--- src/rtl/gpr_pkg.sv ---
// -----------------------------------------------------------------------------
// gpr_pkg
// Shared definitions for the GPR writeback path: register-file geometry,
// the writeback request record and the writeback source identifiers.
// Imported by gpr_wb_arbiter_if, gpr_scoreboard and gpr_wb_arbiter.
// -----------------------------------------------------------------------------
package gpr_pkg;

  localparam int XLEN       = 64;  // GPR / writeback data width
  localparam int NREG       = 32;  // architectural GPR count
  localparam int REG_ADDR_W = 5;   // clog2(NREG)
  localparam int PC_W       = 64;  // instruction address width

  // One writeback request as presented by a source.
  typedef struct packed {
    logic                  valid;
    logic [REG_ADDR_W-1:0] rd;
    logic [XLEN-1:0]       data;
    logic [PC_W-1:0]       pc;
  } wb_req_t;

  typedef enum logic {
    WB_SRC_ALU = 1'b0,
    WB_SRC_LSU = 1'b1
  } wb_src_e;

endpackage

--- src/rtl/gpr_wb_arbiter_if.sv ---
// -----------------------------------------------------------------------------
// gpr_wb_arbiter_if
// Bundles the writeback-arbiter signals: the ALU and LSU writeback requests
// with their ready returns, the issue-stage scoreboard set, the busy vector,
// and the register-file write port.
//   master : the surrounding pipeline (drives requests/issue, sees grants)
//   slave  : gpr_wb_arbiter
// Optional commit-trace signals (commit_valid/commit_pc/commit_rd) exist only
// when GPR_WB_COMMIT_TRACE_EN is defined.
// -----------------------------------------------------------------------------
interface gpr_wb_arbiter_if;
  import gpr_pkg::*;

  logic                  alu_valid;
  logic                  alu_ready;
  logic [REG_ADDR_W-1:0] alu_rd;
  logic [XLEN-1:0]       alu_data;
  logic [PC_W-1:0]       alu_pc;

  logic                  lsu_valid;
  logic                  lsu_ready;
  logic [REG_ADDR_W-1:0] lsu_rd;
  logic [XLEN-1:0]       lsu_data;
  logic [PC_W-1:0]       lsu_pc;

  logic                  issue_set;
  logic [REG_ADDR_W-1:0] issue_rd;
  logic [NREG-1:0]       busy;

  logic                  rf_wen;
  logic [REG_ADDR_W-1:0] rf_waddr;
  logic [XLEN-1:0]       rf_wdata;

`ifdef GPR_WB_COMMIT_TRACE_EN
  logic                  commit_valid;
  logic [PC_W-1:0]       commit_pc;
  logic [REG_ADDR_W-1:0] commit_rd;
`endif

  modport master (
    output alu_valid, alu_rd, alu_data, alu_pc,
    output lsu_valid, lsu_rd, lsu_data, lsu_pc,
    output issue_set, issue_rd,
    input  alu_ready, lsu_ready, busy,
    input  rf_wen, rf_waddr, rf_wdata
`ifdef GPR_WB_COMMIT_TRACE_EN
    , input commit_valid, commit_pc, commit_rd
`endif
  );

  modport slave (
    input  alu_valid, alu_rd, alu_data, alu_pc,
    input  lsu_valid, lsu_rd, lsu_data, lsu_pc,
    input  issue_set, issue_rd,
    output alu_ready, lsu_ready, busy,
    output rf_wen, rf_waddr, rf_wdata
`ifdef GPR_WB_COMMIT_TRACE_EN
    , output commit_valid, commit_pc, commit_rd
`endif
  );

endinterface

--- src/rtl/gpr_scoreboard.sv ---
// -----------------------------------------------------------------------------
// gpr_scoreboard
// Per-register pending-write vector. A set marks a register as having an
// in-flight producer; a clear retires it. When both target the same register
// in one cycle the set wins, since the newly issued producer supersedes the
// one completing. Register 0 is hardwired not-busy.
// Ports:
//   clock, reset        : clock, asynchronous active-high reset
//   set_en / set_rd     : mark set_rd busy on the next edge
//   clr_en / clr_rd     : mark clr_rd free on the next edge
//   busy                : current scoreboard
// -----------------------------------------------------------------------------
module gpr_scoreboard
  import gpr_pkg::*;
(
  input  logic                  clock,
  input  logic                  reset,
  input  logic                  set_en,
  input  logic [REG_ADDR_W-1:0] set_rd,
  input  logic                  clr_en,
  input  logic [REG_ADDR_W-1:0] clr_rd,
  output logic [NREG-1:0]       busy
);

  logic [NREG-1:0] busy_nxt;

  always_comb begin
    // NOTE: every signal written here gets a default first, so no path can
    // leave it unassigned and infer a latch.
    busy_nxt = busy;
    if (clr_en) busy_nxt[clr_rd] = 1'b0;
    // Applied after the clear so that a same-register collision keeps the bit set.
    if (set_en) busy_nxt[set_rd] = 1'b1;
    busy_nxt[0] = 1'b0;
  end

  always_ff @(posedge clock or posedge reset) begin
    // NOTE: state uses non-blocking assignments so every flop samples
    // pre-edge values regardless of process ordering.
    if (reset) busy <= '0;
    else       busy <= busy_nxt;
  end

endmodule

--- src/rtl/gpr_wb_arbiter.sv ---
// -----------------------------------------------------------------------------
// gpr_wb_arbiter
// Arbitrates the ALU/CSR and LSU writeback sources onto the single GPR write
// port and keeps the RAW-hazard busy scoreboard.
//   - LSU has fixed priority; an ALU request denied STARVE_MAX consecutive
//     cycles gets priority on the next contended cycle.
//   - Readies are combinational from the valids and the starvation counter.
//   - The write port is registered: a handshake in cycle N writes in N+1.
//   - Writes to x0 are accepted but never enable the register file.
// Ports:
//   clock, reset : clock, asynchronous active-high reset
//   wb           : gpr_wb_arbiter_if.slave (requests, readies, issue set,
//                  busy vector, register-file write port)
// Optional feature: define GPR_WB_COMMIT_TRACE_EN to add registered
// commit_valid/commit_pc/commit_rd for the difftest/trace step hook.
// -----------------------------------------------------------------------------
module gpr_wb_arbiter
  import gpr_pkg::*;
#(
  parameter int STARVE_MAX = 3
) (
  input  logic       clock,
  input  logic       reset,
  gpr_wb_arbiter_if.slave wb
);

  localparam int                CNT_W   = $clog2(STARVE_MAX + 1);
  localparam logic [CNT_W-1:0]  CNT_MAX = CNT_W'(STARVE_MAX);

  wb_req_t           alu_req;
  wb_req_t           lsu_req;
  wb_req_t           win_req;
  wb_src_e           grant_src;
  logic              alu_grant;
  logic              lsu_grant;
  logic              starved;
  logic [CNT_W-1:0]  starve_cnt;
  logic [CNT_W-1:0]  starve_nxt;

  logic                  rf_wen_q;
  logic [REG_ADDR_W-1:0] rf_waddr_q;
  logic [XLEN-1:0]       rf_wdata_q;

  assign alu_req = '{valid: wb.alu_valid, rd: wb.alu_rd, data: wb.alu_data, pc: wb.alu_pc};
  assign lsu_req = '{valid: wb.lsu_valid, rd: wb.lsu_rd, data: wb.lsu_data, pc: wb.lsu_pc};

  // Grant logic sees only valids and the counter; rd/data never reach ready.
  assign starved   = (starve_cnt == CNT_MAX);
  assign alu_grant = wb.alu_valid && (!wb.lsu_valid || starved);
  assign lsu_grant = wb.lsu_valid && !alu_grant;
  assign grant_src = alu_grant ? WB_SRC_ALU : WB_SRC_LSU;
  // With no grant the LSU request is selected, whose valid is then 0, so
  // win_req.valid is exactly "a handshake happens this cycle".
  assign win_req   = (grant_src == WB_SRC_ALU) ? alu_req : lsu_req;

  assign wb.alu_ready = alu_grant;
  assign wb.lsu_ready = lsu_grant;

  // A denied ALU request only occurs below saturation (at STARVE_MAX it wins).
  always_comb begin
    starve_nxt = starve_cnt;
    if (alu_grant)                 starve_nxt = '0;
    else if (wb.alu_valid && !starved) starve_nxt = starve_cnt + 1'b1;
  end

  always_ff @(posedge clock or posedge reset) begin
    if (reset) begin
      starve_cnt <= '0;
      rf_wen_q   <= 1'b0;
      rf_waddr_q <= '0;
      rf_wdata_q <= '0;
    end else begin
      starve_cnt <= starve_nxt;
      rf_wen_q   <= win_req.valid && (win_req.rd != '0);
      if (win_req.valid) begin
        rf_waddr_q <= win_req.rd;
        rf_wdata_q <= win_req.data;
      end
    end
  end

  assign wb.rf_wen   = rf_wen_q;
  assign wb.rf_waddr = rf_waddr_q;
  assign wb.rf_wdata = rf_wdata_q;

  gpr_scoreboard u_scoreboard (
    .clock  (clock),
    .reset  (reset),
    .set_en (wb.issue_set),
    .set_rd (wb.issue_rd),
    .clr_en (win_req.valid),
    .clr_rd (win_req.rd),
    .busy   (wb.busy)
  );

`ifdef GPR_WB_COMMIT_TRACE_EN
  logic                  commit_valid_q;
  logic [PC_W-1:0]       commit_pc_q;
  logic [REG_ADDR_W-1:0] commit_rd_q;

  // Every handshake commits, including x0 destinations.
  always_ff @(posedge clock or posedge reset) begin
    if (reset) begin
      commit_valid_q <= 1'b0;
      commit_pc_q    <= '0;
      commit_rd_q    <= '0;
    end else begin
      commit_valid_q <= win_req.valid;
      if (win_req.valid) begin
        commit_pc_q <= win_req.pc;
        commit_rd_q <= win_req.rd;
      end
    end
  end

  assign wb.commit_valid = commit_valid_q;
  assign wb.commit_pc    = commit_pc_q;
  assign wb.commit_rd    = commit_rd_q;
`else
  // PCs only feed the commit trace; without it they terminate here.
  logic unused_pc;
  assign unused_pc = ^win_req.pc;
`endif

endmodule

--- src/flat_wrapper.sv ---
// flat-port wrapper written by rule: the top's interface ports become plain ports
module gpr_wb_arbiter_flat import gpr_pkg::*;
#(
  parameter int STARVE_MAX = 3
)
  (clock, reset, wb_alu_valid, wb_alu_rd, wb_alu_data, wb_alu_pc, wb_lsu_valid, wb_lsu_rd, wb_lsu_data, wb_lsu_pc, wb_issue_set, wb_issue_rd, wb_alu_ready, wb_lsu_ready, wb_busy, wb_rf_wen, wb_rf_waddr, wb_rf_wdata);
  gpr_wb_arbiter_if wb_i ();
  input  logic clock;
  input  logic reset;
  input wire logic [$bits(wb_i.alu_valid)-1:0] wb_alu_valid;
  input wire logic [$bits(wb_i.alu_rd)-1:0] wb_alu_rd;
  input wire logic [$bits(wb_i.alu_data)-1:0] wb_alu_data;
  input wire logic [$bits(wb_i.alu_pc)-1:0] wb_alu_pc;
  input wire logic [$bits(wb_i.lsu_valid)-1:0] wb_lsu_valid;
  input wire logic [$bits(wb_i.lsu_rd)-1:0] wb_lsu_rd;
  input wire logic [$bits(wb_i.lsu_data)-1:0] wb_lsu_data;
  input wire logic [$bits(wb_i.lsu_pc)-1:0] wb_lsu_pc;
  input wire logic [$bits(wb_i.issue_set)-1:0] wb_issue_set;
  input wire logic [$bits(wb_i.issue_rd)-1:0] wb_issue_rd;
  output wire logic [$bits(wb_i.alu_ready)-1:0] wb_alu_ready;
  output wire logic [$bits(wb_i.lsu_ready)-1:0] wb_lsu_ready;
  output wire logic [$bits(wb_i.busy)-1:0] wb_busy;
  output wire logic [$bits(wb_i.rf_wen)-1:0] wb_rf_wen;
  output wire logic [$bits(wb_i.rf_waddr)-1:0] wb_rf_waddr;
  output wire logic [$bits(wb_i.rf_wdata)-1:0] wb_rf_wdata;
  assign wb_i.alu_valid = wb_alu_valid;
  assign wb_i.alu_rd = wb_alu_rd;
  assign wb_i.alu_data = wb_alu_data;
  assign wb_i.alu_pc = wb_alu_pc;
  assign wb_i.lsu_valid = wb_lsu_valid;
  assign wb_i.lsu_rd = wb_lsu_rd;
  assign wb_i.lsu_data = wb_lsu_data;
  assign wb_i.lsu_pc = wb_lsu_pc;
  assign wb_i.issue_set = wb_issue_set;
  assign wb_i.issue_rd = wb_issue_rd;
  assign wb_alu_ready = wb_i.alu_ready;
  assign wb_lsu_ready = wb_i.lsu_ready;
  assign wb_busy = wb_i.busy;
  assign wb_rf_wen = wb_i.rf_wen;
  assign wb_rf_waddr = wb_i.rf_waddr;
  assign wb_rf_wdata = wb_i.rf_wdata;
  gpr_wb_arbiter #(.STARVE_MAX(STARVE_MAX)) u_core (.clock(clock), .reset(reset), .wb(wb_i));
endmodule
--- config.mk ---
export PLATFORM = sky130hd
export DESIGN_NAME = gpr_wb_arbiter_flat
export DESIGN_NICKNAME = d
export VERILOG_FILES = /design/src/rtl/gpr_pkg.sv /design/src/rtl/gpr_wb_arbiter_if.sv /design/src/rtl/gpr_scoreboard.sv /design/src/rtl/gpr_wb_arbiter.sv /design/src/flat_wrapper.sv
export SDC_FILE = /design/constraint.sdc
export NUM_CORES = 1
export LEC_CHECK = 0
export ABC_AREA = 1
export CAP_MARGIN = 20
export CORE_AREA = 3 3 147 149
export CTS_CLUSTER_SIZE = 24
export DETAILED_ROUTE_END_ITERATION = 10
export DIE_AREA = 0 0 150 152
export GPL_TIMING_DRIVEN = 0
export PLACE_DENSITY = 0.71
export SKIP_CTS_REPAIR_TIMING = 1
export SYNTH_ARGS = -nofsm -noshare
export SYNTH_HDL_FRONTEND = slang
export SYNTH_SLANG_ARGS = --single-unit
--- constraint.sdc ---
create_clock -name clock -period 3.8 [get_ports clock]
set_input_delay 0.57 -clock clock [delete_from_list [all_inputs] [get_ports clock]]
set_output_delay 0.57 -clock clock [all_outputs]
set_load 0.005 [all_outputs]
=== Word level (Yosys, flattened, before mapping) ===
Index checks and enable logic that the tools add are counted.

* Flip-flop bits (word level): 103
* Bits of input ports: 276
* Logic and storage cells: 35

* $add $sub $neg: 1
* $lt $le $gt $ge: 4
* Equal/unequal tests: 1
* Multiplexer cells: 9
* Bitwise gates (word level): 3
* Reductions and logical operators: 12

{| class="wikitable"
|+ Operators by type and width
! kind !! count
|-
| 134-bit two-way mux || 1
|-
| 32-bit two-way mux || 2
|-
| 32-bit bitwise AND || 1
|-
| 32-bit NOT || 1
|-
| 32-bit OR || 1
|-
| 5-bit by 6-bit < comparator with 1-bit output, second input constant || 2
|-
| 1-bit demux with 5-bit select || 2
|-
| 5-bit by 1-bit greater-or-equal comparator with 1-bit output, second input constant || 2
|-
| 1-bit logical AND || 6
|-
| 5-bit nonzero test || 1
|-
| 2-bit two-way mux || 2
|-
| 1-bit logical NOT || 3
|-
| 2-bit by 1-bit adder with 2-bit output, second input constant || 1
|-
| 2-bit equality test, second input constant || 1
|-
| 1-bit two-way mux || 2
|-
| 2-bit nonzero test || 1
|-
| 1-bit logical OR || 1
|}

=== Logic depth before layout (Yosys ltp) ===
Gate-level depths: netlist (run 1).

* Depth after elaboration: 13
* Depth in mapped cells: 12

=== By module ===
Synthesis (run 1) repeated with hierarchy kept, for this count alone.

* Cell total of the unflattened synthesis: 613
* Area total of the unflattened synthesis: 4,827.1 µm²

{| class="wikitable"
|+ Modules (own cells, without submodules)
! module !! times used !! cells each !! area an instance (µm²) !! seq. area each (µm²)
|-
| gpr_wb_arbiter || 1 || 413 || 3,367.0 || 1,801.7
|-
| gpr_scoreboard || 1 || 200 || 1,460.2 || 775.7
|}

=== Worst setup path before layout (run 1) ===
OpenSTA, ideal clock, no wires.

* Path kind: input to output
* Start: in wb_alu_valid
* End: out wb_lsu_ready
* Data arrival time: 1,363 ps
* Required time: 3,230 ps
* Slack: 1,867 ps
* Stages: 6
* Cells stage by stage: buf_2 > nand2_2 > buf_6 > inv_2 > clkbuf_1 > nor2_1

* Word-level cells in the longest chain between the ends: 3

{| class="wikitable"
|+ Ends and longest elaborated chain
! what !! line !! RTL
|-
| start: declaration || flat_wrapper.sv:10 || <nowiki>input wire logic [$bits(wb_i.alu_valid)-1:0] wb_alu_valid;</nowiki>
|-
| 1-bit logical AND || gpr_wb_arbiter.sv:49 || <nowiki>assign alu_grant = wb.alu_valid && (!wb.lsu_valid || starved);</nowiki>
|-
| via wb_alu_ready || flat_wrapper.sv:20 || <nowiki>output wire logic [$bits(wb_i.alu_ready)-1:0] wb_alu_ready;</nowiki>
|-
| 1-bit logical NOT || gpr_wb_arbiter.sv:50 || <nowiki>assign lsu_grant = wb.lsu_valid && !alu_grant;</nowiki>
|-
| 1-bit logical AND || gpr_wb_arbiter.sv:50 ||
|-
| end: declaration || flat_wrapper.sv:21 || <nowiki>output wire logic [$bits(wb_i.lsu_ready)-1:0] wb_lsu_ready;</nowiki>
|}

The timed path passes the listed nets, and every way through them passes these cells.

=== Final worst setup path (run 1) ===
* Start: in wb_lsu_valid
* End: out wb_alu_ready

* Word-level cells in the longest chain between the ends: 3

{| class="wikitable"
|+ Ends and longest elaborated chain
! what !! line !! RTL
|-
| start: declaration || flat_wrapper.sv:14 || <nowiki>input wire logic [$bits(wb_i.lsu_valid)-1:0] wb_lsu_valid;</nowiki>
|-
| 1-bit logical NOT || gpr_wb_arbiter.sv:49 ||
|-
| 1-bit logical OR || gpr_wb_arbiter.sv:49 ||
|-
| 1-bit logical AND || gpr_wb_arbiter.sv:49 ||
|-
| end: declaration || flat_wrapper.sv:20 ||
|}

Every way passes these cells.

==> impl_results.md, run 1 <==
- Period utilization: between 80 and 90%
- Post-synthesis instance total: approximately 620
- Comb pwr share: 29.4%
- Crit path max fanout: 10
- Fmax: between 300 and 400 MHz
- Internal: 2.288 mW
- Asr flop ratio synth: 100.0%
- Core Rows: 52
- Top cell type's share of synthesized area: 53.53%
- Worst-skew pair later-pin latency: between 0.3 and 0.4 ns
- Worst-margin pin slew: 0.8052 ns
- Register share of total power: 42.9%
- Longest Clk Path Bufs: 2
- Post-synth top cells: nand2_1, nand3_1, dfrtp_1
- CTS HTree Levels: 3
- Maximum Capacitance Violations: 0
- Vias in the first global route: 5237
- Buffers added on ports: roughly 250
- Via density: 4.414
- Crit start category: input port
- Cell Area, Synth: 4815 µm²
- Mean Syn Cell Area: 7.816 µm²
- Top Ports: 380
- Type of the worst setup path: in -> out
- Net Sw Frac: 29.74%
- Final setup vio count: 0
- Clock power frac: between 20% and 30%
- Area Growth Syn to Fin: 65.15%
- Largest net degree at the start of global routing: 61
- Most common cell in the netlist: nand2_1
- Initial core utilization: 23.72%
- HPWL Detailed: 15100 µm
- Grt ovf: 0
- Synth cell types: 21
- Most used flip-flop cell after synthesis: dfrtp_1
- Clock Skew: 0.01277 ns
- Final net count: 1154
- Hold WC Path Type: reg -> reg
- # clock sinks: 103
- Power Total: 3.257 mW
- Routed WL per cell: 16.96 µm
- Die height: approximately 150 µm
- Seq/Total Area, Yosys: 53.53%
- DRT Wirelength: 19520 µm
- Fin. max-slew vios: 0
- Layout Utilization: 39.17%
- Cell area power density: 409.6 nW/µm²
- WP data arrival: 2.53 ns
- Share of layout cells above drive strength 1: 7.719%
- YS warnings: 0
- Status: finished clean
- Clock slew at reported path FFs: 0.07 ns
- Seq cells post-synth: 103
- Via count: 5080
- Post-placement cell area: 7675 µm²
- Synth Net Count: between 800 and 900
- Cell taking the most area after synthesis: dfrtp_1
- Tot GR Track Use: between 15 and 20%
- Worst EP required: between 3 and 4 ns
- Initial DRC count: 164
- Initial antenna violation count: 1
- First-pass iteration count of the detailed router: 4
- Worst setup EP type: primary output
- CTS tree: built
- Post-Layout Inst Area: 7951 µm²
- Peak supply drop: roughly 0.00020 V
- CTS root buf: clkbuf_16
- DRC: 0
- Setup repair after global routing missed its margin: false
- Max-slew headroom: around 46%
- Core ar.: 20300 µm²
- GPL Wtd Cong: 0.8525
- Worst reg2reg setup slack: just under 2 ns
- Number of flops mapped to enable cells by yosys: 0
- Inserted Clock Buffers: 9
- Final Hold Viols: 0
- First-pass GRT wire length: between 20000 and 30000 µm
- ANT cells: 0
- DRT antenna net count: 0
- Leak: 3.574 nW
- Top post-synthesis cells by area: dfrtp_1, nand2_1, nand3_1, buf_2, inv_1
- Die width: 150 µm
- Net switching power: 968.5 µW
- Hold slack: 0.4804 ns
- Die area: between 20000 and 25000 µm²
- Min cycle time layout: 3.095 ns
registers in the layout, indices dropped and copies added, names as in the netlist:
signal	count
u_core.starve_cnt	2
u_core.wb.rf_wdata	64
u_core.wb.rf_wen	1
u_core.u_scoreboard.busy	31
u_core.wb.rf_waddr	5
power groups by stage:
stage	sequential, mW	combinational, mW	clock [mW]
floorplan	1.41	0.285	0
global placement	1.41	0.954	0
detailed placement	1.41	0.964	0
CTS	1.40	0.971	0.940
global route	1.42	1.05	0.983
finish	1.40	0.956	0.904
worst paths after layout:
kind                                                        start                                endpoint  cells after the start
max                                                  wb_lsu_valid                            wb_alu_ready                      7
min                        u_core.u_scoreboard.busy[23]$_DFF_PP0_  u_core.u_scoreboard.busy[23]$_DFF_PP0_                      2
max reg2reg                      u_core.starve_cnt[0]$_DFFE_PP0P_      u_core.wb.rf_wdata[39]$_DFFE_PP0N_                      9
min reg2reg                u_core.u_scoreboard.busy[23]$_DFF_PP0_  u_core.u_scoreboard.busy[23]$_DFF_PP0_                      2
max in group asynchronous                                   reset      u_core.wb.rf_wdata[53]$_DFFE_PP0N_                      3
min in group asynchronous                                   reset      u_core.wb.rf_wdata[59]$_DFFE_PP0N_                      2
final cells by class:
| cell class | count | area [µm²] |
|---|---|---|
| clock inverter | 6 | 51.30 |
| tap | 270 | 337.8 |
| clock buffer | 9 | 225.2 |
| inverter | 22 | 85.08 |
| buffer | 32 | 165.2 |
| timing repair buffer | 250 | 2520 |
| sequential | 103 | 2577 |
| fill | 2096 | 12350 |
| multi-input combinational | 459 | 1989 |
layout by cell type, fill, tap and decap left out, types with 5 or more instances in the layout:
cell type and count:
nand2_1 282, clkdlybuf4s50_1 249, nand3_1 135, dfrtp_1 103
buf_2 27, inv_1 19, nor2_2 11, nor3_1 9
clkbuf_16 9, nand2_2 5, o21ai_0 5
per-stage QoR:
step / setup WS, ns / instances / setup TNS, ns
2_1_floorplan: 0.5262 / 616 / 0
3_3_place_gp: -1.317 / 1135 / -134.86
3_5_place_dp: 0.6881 / 1136 / 0
4_1_cts: 0.6626 / 1151 / 0
5_1_grt: 0.5833 / 1151 / 0
6_report: 0.7048 / 1151 / 0
worst max-delay path, cell delays in order:
cell and delay [ns]:
clkdlybuf4s50_1 0.50, nand2_2 0.19, nand2_2 0.08, buf_6 0.15, inv_2 0.10, clkbuf_1 0.35, clkdlybuf4s50_1 0.59
cells by family (layout without fill, tap and decap cells):
family	count (synthesis)	in the layout	synth area share, %
adders and majority gates	1	1	0.2598
DFF	103	103	53.53
AOI/OAI and AO/OA	7	7	0.8055
other	1	1	0.07789
buffers and inverters	54	319	5.146
and+or+nand+nor	450	450	40.18
per-layer routing:
layer	track usage, %	routed length, µm	vias to the layer above
li1	-	-	2494
met2	27.42	8787	224
met1	19.77	7800	2341
met5	0	13	-
met3	8.311	2689	19
met4	3.791	233	2
Note: power is estimated with default switching activity, not from simulation.
==> run 2, diff against run 1 <==
clock period = 3 ns   (was 3.8 ns; I/O delays follow)
==> impl_results.md, run 2 (same netlist as run 1, synthesis figures left out) <==
- Hold EP: u_core.u_scoreboard.busy[16]$_DFF_PP0_
- CTS tree: built
- Fin. max-slew vios: 0 (unchanged)
- GPL Wtd Cong: 0.8148 (-4.4%)
- Hold Startpoint: u_core.u_scoreboard.busy[16]$_DFF_PP0_
- Hold WC Path Type: reg -> reg
- Most frequent cells in the layout: nand2_1, clkdlybuf4s50_1, nand3_1
- Worst reg2reg setup slack: 1.09 ns (-0.85 ns)
- CP max stage delay: 0.59 ns (about the same)
- Cells after DPL: 1137 (+0.088%)
- Worst-margin pin slew: 0.9679 ns (+0.1627 ns)
- Fmax: 352.2 MHz
- Maximum Capacitance Violations: 0 (unchanged)
- Die area: 22800 µm² (unchanged)
- Longest Clk Path Bufs: 2 (unchanged)
- Initial core utilization: 23.72% (unchanged)
- Setup repair after global routing missed its margin: false
- Hold path depth: 2 (unchanged)
- Finished Layout Cells: 1152 (+0.087%)
- Crit path max-delay family: buffers and inverters
- DRT antenna net count: 0 (unchanged)
- Commonest non-fill, non-tap cell in the layout: nand2_1
- Final net count: 1155 (+0.087%)
- Leak: 3.591 nW (+0.48%)
- Tot GR Track Use: 16.47% (-0.29 points)
- Largest net degree at the start of global routing: 40 (-34%)
- Fill cells: 2117 (+1.0%)
- # clock sinks: 103 (unchanged)
- Met1 wire length: 7760 µm (-0.51%)
- Inserted Clock Buffers: 9 (unchanged)
- Period utilization: 94.65%
- Routed WL per cell: 16.87 µm (-0.53%)
- Setup TNS: 0 ns (unchanged)
- Post-Layout Inst Area: 7985 µm² (+0.42%)
- Worst setup EP type: primary output
- Final Hold Viols: 0 (unchanged)
- DRT Wirelength: 19440 µm (-0.45%)
- HPWL Detailed: 14970 µm (-0.85%)
- Initial DRC count: 157 (-4.3%)
- Via density: 4.428 (+0.33%)
- RR Startpoint: u_core.starve_cnt[0]$_DFFE_PP0P_
- Largest register FFs: 64 (unchanged)
- Core Rows: 52 (unchanged)
- Worst path buffer plus inverter count: 5 (unchanged)
- Met3 WL: 2560 µm (-4.8%)
- Core ar.: 20300 µm² (unchanged)
- Clock Skew: 0.008006 ns (-0.004765 ns)
- Type of the worst setup path: in -> out
- Grt ovf: 0 (unchanged)
- Top sig layer: met4
- Worst EP required: 2.55 ns (-0.68 ns)
- CTS root buf: clkbuf_16
- CP max-delay cell: clkdlybuf4s50_1
- Die width: 150 µm (unchanged)
- Post-placement cell area: 7689 µm² (+0.18%)
- Crit path max fanout: 10 (unchanged)
- Initial antenna violation count: 0 (-1)
- Die height: 152 µm (unchanged)
- First-pass GRT wire length: 29010 µm (-2.6%)
- CTS HTree Levels: 3 (unchanged)
- ANT cells: 0 (unchanged)
- Share of layout cells above drive strength 1: 7.823% (+0.10 points)
- Min cycle time layout: between 2 and 3 ns
- Vias in the first global route: 5124 (-2.2%)
- RR Endpoint: u_core.wb.rf_wdata[41]$_DFFE_PP0N_
- Crit start category: input port
- Status: finished clean
- Final setup vio count: 0 (unchanged)
- Met2 wire length: 8815 µm (+0.32%)
- Critical-path cell list: clkdlybuf4s50_1 -> nand2_2 -> nand2_2 -> buf_6 -> inv_2 -> clkbuf_1 -> clkdlybuf4s50_1
- Peak supply drop: 0.0002811 V (+40%)
- Worst r2r path cells: 9 (unchanged)
- Buffers added on ports: 249 (unchanged)
- Max-slew headroom: 34.98% (-11 points)
- DRC: 0 (unchanged)
- WP data arrival: 2.39 ns (-0.14 ns)
- Via count: 5101 (+0.41%)
- Area Growth Syn to Fin: 65.85%
- First-pass iteration count of the detailed router: 5 (+1)
- Clock slew at reported path FFs: 0.07 ns (about the same)
- Worst-skew pair later-pin latency: 0.35 ns (about the same)
- Cell area power density: 523.4 nW/µm² (+28%)
- Top Ports: 380 (unchanged)
[run 2: cell count changes in the layout (fill, tap and decap cells not counted)]
cell / before / now
buf_12: 0 / 2
buf_16: 1 / 0
bufinv_16: 0 / 1
clkbuf_8: 0 / 1
clkinv_2: 0 / 2
inv_4: 1 / 0
inv_6: 4 / 1
[run 2: tightest hold or removal path, cell delays in order, from the launching register on]
cell     delay (ns)
dfrtp_1        0.35
nand2_1        0.05
nand2_1        0.04
[run 2: worst max path at each step]
stage                     slack, ns                              from                                endpoint  cells past startpoint
after floorplan                1.27  u_core.starve_cnt[0]$_DFFE_PP0P_                            wb_lsu_ready                      8
after global placement         0.14                             reset  u_core.u_scoreboard.busy[26]$_DFF_PP0_                      2
after CTS                      0.13                      wb_lsu_valid                            wb_alu_ready                      7
after detailed placement       0.13                      wb_lsu_valid                            wb_alu_ready                      7
after global routing          0.008                      wb_lsu_valid                            wb_alu_ready                      7
final                          0.16                      wb_lsu_valid                            wb_alu_ready                      7
[run 2: final cells by class]
cell class                 count  area, µm²  area share [%]
clock buffer                  10      239.0           2.993
multi-input combinational    459       1989           24.91
clock inverter                 5      57.56          0.7208
timing repair buffer         251       2532           31.71
tap                          270      337.8           4.231
inverter                      22      86.33           1.081
sequential                   103       2577           32.28
buffer                        32      165.2           2.068
[run 2: layer usage]
layer,up-vias,global-route usage [%]
met5,-,0
met4,0,4.314
met3,20,7.447
met2,228,26.93
met1,2357,19.64
li1,2496,-
[run 2: power breakdown]
group | leakage (nW) | total, mW | switching (mW) | internal (mW)
registers | 1.24 | 1.77 | 0.145 | 1.62
clock network | 0.149 | 1.20 | 0.537 | 0.668
logic | 2.20 | 1.21 | 0.503 | 0.705
[run 2: metrics by stage]
step	hold slack, ns	total power, mW	worst slack (ns)	util (%)
3_3_place_gp	0.4538	2.987	0.1429	37.68
5_1_grt	0.5006	4.428	0.007699	39.34
4_1_cts	0.4780	4.253	0.1290	39.34
2_1_floorplan	0.4570	2.149	1.272	-
3_5_place_dp	0.4597	3.002	0.1297	37.88
6_report	0.4756	4.180	0.1605	39.34
